**src/rtl/adrv9001_rx_align.sv**
```systemverilog
// adrv9001_rx_align: finds the strobe frame bit offset in packed words and emits frame-aligned I/Q samples
module adrv9001_rx_align #(
  parameter int unsigned LOCK_COUNT   = 4,
  parameter int unsigned UNLOCK_COUNT = 2
) (
  input  logic        clk,
  input  logic        rstn,
  input  logic        strb_mode,
  input  logic [15:0] i_in,
  input  logic [15:0] q_in,
  input  logic [15:0] strb_in,
  input  logic        valid_in,
  output logic [15:0] i_out,
  output logic [15:0] q_out,
  output logic        valid_out,
  output logic        locked,
  output logic [3:0]  offset,
  output logic        strb_err
);
  typedef enum logic [1:0] {SEARCH, VERIFY, LOCKED} state_t;
  localparam logic [3:0] LC = 4'(LOCK_COUNT);
  localparam logic [3:0] UC = 4'(UNLOCK_COUNT);

  // candidate at offset k is w[31-k:16-k] of {prev, cur}
  function automatic logic [15:0] f_cand(input logic [15:0] p, input logic [15:0] c, input logic [3:0] k);
    logic [31:0] s;
    s = {p, c} << k;
    return s[31:16];
  endfunction

  state_t      r_state, w_state_nxt;
  logic        r_mode, r_prev_ok, r_locked, r_valid, r_err;
  logic [15:0] r_prev_i, r_prev_q, r_prev_s, r_i, r_q;
  logic [3:0]  r_cnt, r_errcnt, r_cand, r_offset;
  logic [15:0] w_match, w_exp;
  logic [3:0]  w_k, w_sel, w_cnt_nxt, w_err_nxt;
  logic        w_found, w_hit, w_mode_chg, w_adv;

  assign w_exp      = r_mode ? 16'h8000 : 16'hFF00;
  assign w_mode_chg = strb_mode != r_mode;
  assign w_adv      = valid_in && r_prev_ok && !w_mode_chg;
  assign w_sel      = (r_state == LOCKED) ? r_offset : r_cand;
  assign w_hit      = w_match[w_sel];
  assign w_found    = |w_match;
  assign w_cnt_nxt  = r_cnt + 4'd1;
  assign w_err_nxt  = r_errcnt + 4'd1;

  for (genvar k = 0; k < 16; k++) begin : g_match
    assign w_match[k] = f_cand(r_prev_s, strb_in, 4'(k)) == w_exp;
  end

  // descending scan so the lowest matching offset wins
  always_comb begin
    w_k = '0;
    for (int j = 15; j >= 0; j--)
      if (w_match[j]) w_k = 4'(j);
  end

  always_comb begin
    w_state_nxt = r_state;
    if (w_mode_chg) w_state_nxt = SEARCH;
    else if (w_adv)
      case (r_state)
        SEARCH:  w_state_nxt = !w_found ? SEARCH : (LC == 4'd1 ? LOCKED : VERIFY);
        VERIFY:  w_state_nxt = !w_hit ? SEARCH : (w_cnt_nxt == LC ? LOCKED : VERIFY);
        LOCKED:  w_state_nxt = (!w_hit && w_err_nxt == UC) ? SEARCH : LOCKED;
        default: w_state_nxt = SEARCH;
      endcase
  end

  always_ff @(posedge clk) begin
    if (!rstn) begin
      r_state   <= SEARCH;
      r_mode    <= strb_mode;
      r_prev_i  <= '0;
      r_prev_q  <= '0;
      r_prev_s  <= '0;
      r_prev_ok <= 1'b0;
      r_cnt     <= '0;
      r_errcnt  <= '0;
      r_cand    <= '0;
      r_offset  <= '0;
      r_locked  <= 1'b0;
      r_valid   <= 1'b0;
      r_err     <= 1'b0;
      r_i       <= '0;
      r_q       <= '0;
    end else begin
      r_state <= w_state_nxt;
      r_valid <= 1'b0;
      r_err   <= 1'b0;
      if (valid_in) begin
        r_prev_i <= i_in;
        r_prev_q <= q_in;
        r_prev_s <= strb_in;
      end
      if (w_mode_chg) begin
        r_mode    <= strb_mode;
        r_prev_ok <= 1'b0;
        r_cnt     <= '0;
        r_errcnt  <= '0;
        r_locked  <= 1'b0;
      end else if (valid_in) begin
        r_prev_ok <= 1'b1;
        if (r_prev_ok) begin
          r_locked <= w_state_nxt == LOCKED;
          if (r_state == SEARCH) begin
            r_cand <= w_k;
            r_cnt  <= w_found ? 4'd1 : 4'd0;
            if (w_state_nxt == LOCKED) r_offset <= w_k;
          end else if (r_state == VERIFY) begin
            r_cnt <= w_hit ? w_cnt_nxt : 4'd0;
            if (w_state_nxt == LOCKED) r_offset <= r_cand;
          end else begin
            r_valid  <= 1'b1;
            r_err    <= !w_hit;
            r_i      <= f_cand(r_prev_i, i_in, r_offset);
            r_q      <= f_cand(r_prev_q, q_in, r_offset);
            r_errcnt <= (w_hit || w_state_nxt == SEARCH) ? 4'd0 : w_err_nxt;
            if (w_state_nxt == SEARCH) r_cnt <= '0;
          end
        end
      end
    end
  end

  assign i_out     = r_i;
  assign q_out     = r_q;
  assign valid_out = r_valid;
  assign locked    = r_locked;
  assign offset    = r_offset;
  assign strb_err  = r_err;
endmodule

```
**config.mk**
```make
export PLATFORM = sky130hd
export DESIGN_NAME = adrv9001_rx_align
export DESIGN_NICKNAME = d
export VERILOG_FILES = /design/src/rtl/adrv9001_rx_align.sv
export SDC_FILE = /design/constraint.sdc
export NUM_CORES = 1
export LEC_CHECK = 0
export ABC_AREA = 0
export BUFFER_PORTS_ARGS = -buffer_cell sky130_fd_sc_hd__buf_2
export CAP_MARGIN = 10
export CELL_PAD_IN_SITES_DETAIL_PLACEMENT = 1
export CELL_PAD_IN_SITES_GLOBAL_PLACEMENT = 1
export CORE_AREA = 2 2 139 141
export DETAILED_ROUTE_END_ITERATION = 16
export DIE_AREA = 0 0 141 143
export HOLD_SLACK_MARGIN = 0.08
export PLACE_DENSITY_LB_ADDON = 0.1
export SLEW_MARGIN = 20
export SYNTH_ARGS = -nofsm -noshare
export SYNTH_HDL_FRONTEND = slang
export SYNTH_SLANG_ARGS = --single-unit
```
**constraint.sdc**
```tcl
create_clock -name clk -period 3.24 [get_ports clk]
set_clock_uncertainty 0.05 [all_clocks]
set_input_delay 0.648 -clock clk [delete_from_list [all_inputs] [get_ports clk]]
set_output_delay 0.648 -clock clk [all_outputs]
set_load 0.02 [all_outputs]
```
==> out/metrics.yaml <==
drtPass1Iterations: 4
routedWlPerCell_um: 20.9
synth_cells: 822
required_ns: 3.41
hold_path_end: "i_out[5]"
syn2layout_area_growth_pct: 13.3
io-pin-count: 91
cts_tree: "done"
antenna_found_initial: 0
yosysMostFrequentCell: "nor2_1"
ys_seq_area_share_pct: 28.2
setup_slack_ns: 0.244
p_leak_nw: 3.08
initial_utilization_pct: 39.5
diodes: 0
tns_ns: 0
grt_pass1_wl_um: 37400
clk-insertion-delay-late_ns: 0.37
yosysTopAreaCellShare_pct: 27.8
slew_violations: 0
synth-async-reset-ratio_pct: 0
die_w_um: 141
synth_fp_nets: 878
slew_headroom_pct: 36.9
rrSetupSlack_ns: 0.24
grtUsageTotal_pct: 23.6
cp-start-kind: "flop"
powerDensity_nw_per_um2: 352
cp.arrival_ns: 3.16
rr_worst_depth: 9
drtAntennaViolNets: 0
layout.cells.non_filler: 1119
worstPathMaxFanout: 29
fmax_ghz: 0.334
pre_cts_ws_ns: 0.126
vias_per_cell: 5.95
setup_viol: 0
cts_resized: 0
place_congestion: 0.881
placedCellCount: 1103
synth_area_per_cell_um2: 8.92
vdd_drop_max_uv: 269
coreArea_um2: 18600
hpwl_um: 17600
min-delay-start: "i_out[5]"
holdPathStages: 2
finalWirelength_um: 23400
layout.nets: 936
drive_gt1_share_pct: 23.1
ctsHoldBuffers: 0
drc: 0
end_kind: "flop"
yosysTopAreaCell: "dfxtp_1"
critical_path_class: "flop to flop"
rsz0062_at_grt: "no"
r2r_end: "offset[3]"
clkTransAtPathRegs_ns: 0.08
max-cap-violations: 0
dpl_cell_area_um2: 8010
cts_buffer_depth: 2
worstReg2RegStart: "r_mode"
fp-row-count: 50
yosys_warnings: 0
synth_edf_count: 1
io_buffers: 90
worstHoldPathType: "flop to flop"
drt-initial-drc-count: 375
fin_area_um2: 8310
num-fill-cells: 2205
route.vias.total: 6658
synthTopCellsByCount: "nor2_1 (110), mux2i_1 (107), dfxtp_1 (102)"
hold_viol_final: 0
tightest_slew_ns: 0.946
syn_area_um2: 7330
root_buffer: "clkbuf_16"
numCtsBuffers: 9
clock-sinks: 103
status: "finished, final reports clean"
grt_max_degree: 90
post_cts_buffers: 0
die_h_um: 143
finalCritPeriodShare_pct: 92.5
grt_pass1_vias: 6665
ys_ff_latch: 103
final.min_clock_period_ns: 3.00
ys.flop_type: "dfxtp_1"
netlist_top_cells_area: "dfxtp_1 (28%), mux2i_1 (15%), mux4_2 (14%)"
synth_cell_types: 71
h-tree-depth: 3
die_area_um2: 20200
overflow: 0
[metal layers]
metal  vias to the layer above  global-route usage (%)  share of wire, %
li1                       3164                       -                 -
met1                      3310                    33.6                49
met2                       157                    37.5                45
met3                        27                    3.42               4.3
met4                         0                    6.63               1.7
met5                         -                       0                 0
[layout by cell type (no fill, tap or decap), types with 3 or more instances in the layout]
cell type and instances:
nor2_1 110, mux2i_1 107, dfxtp_1 98, buf_2 90, nand2_1 82, a21oi_1 66
mux4_2 45, o211ai_1 22, buf_4 19, o21ai_0 15, mux2_2 14, inv_1 13
nand3_1 13, a211oi_1 12, nor3_1 12, xor2_1 10, nor3b_1 9, a31oi_1 9
clkbuf_16 9, and3b_1 8, nor4_1 8, nor2b_1 7, nor4b_1 7, and4b_1 6
and2_1 4, o21a_1 4, nand2b_1 4, o22ai_1 4, o2111ai_1 4, ha_1 4
o2111a_1 3, nor4bb_1 3, o221ai_1 3, or3_1 3, dfxtp_2 3, buf_12 3
[per-stage QoR]
stage	total power, mW	hold WS (ns)	utilization (%)
3_3_place_gp	1.77	0.388	43.1
6_report	2.93	0.404	44.7
5_1_grt	3.05	0.437	44.7
3_5_place_dp	1.78	0.397	43.1
2_1_floorplan	1.63	0.399	-
4_1_cts	2.96	0.408	44.7
[cell type report]
class / count / area [um2] / area share [%]
Inverter: 15 / 56.3 / 0.677
Timing Repair Buffer: 112 / 653 / 7.86
Tap cell: 234 / 293 / 3.52
Sequential cell: 103 / 2080 / 25.0
Clock inverter: 6 / 75.1 / 0.903
Clock buffer: 10 / 229 / 2.75
Multi-Input combinational cell: 639 / 4930 / 59.3
[worst max-delay path, stage by stage, from the launching register on]
cell and delay [ns]:
edfxtp_1 0.49, buf_12 0.21, xor2_1 0.31, o2111ai_1 0.25, or4_1 0.47, a21oi_2 0.16, o21ai_2 0.15, nor4_4 0.46
mux2i_1 0.23, nor2_1 0.05
[report_power, final]
group	internal, mW	switching, mW
Sequential	1.30	0.0561
Combinational	0.172	0.220
Clock	0.613	0.559
[registers in the layout, summed over array words and instances (netlist names)]
register   count
valid_out      1
r_prev_s      16
r_cand         4
r_cnt          4
r_state        2
r_prev_ok      1
r_mode         1
q_out         16
i_out         16
offset         4
locked         1
r_prev_i      16
strb_err       1
r_prev_q      16
r_errcnt       4
[worst max path at each step]
stage	startpoint	to	slack [ns]	cells past startpoint
2_1_floorplan	strb_in[12]	r_state[0]	0.41	9
3_3_place_gp	strb_in[15]	offset[3]	0.17	9
3_5_place_dp	strb_in[15]	offset[3]	0.13	9
4_1_cts	r_mode	offset[3]	0.13	9
5_1_grt	r_mode	offset[1]	0.02	9
6_report	r_mode	offset[3]	0.24	9
[cell families (layout without fill, tap and decap cells)]
family,Yosys count,count (layout),synth area share [%]
AND/OR/NAND/NOR,293,293,19.7
XOR/XNOR,12,12,1.43
adder cells (fa/ha/maj),4,4,0.682
flip-flops,103,103,28.2
AO/OA/AOI/OAI,164,164,14.7
buffers and inverters,80,143,4.59
multiplexers,166,166,30.6
Power figures use the tool's default switching activity.
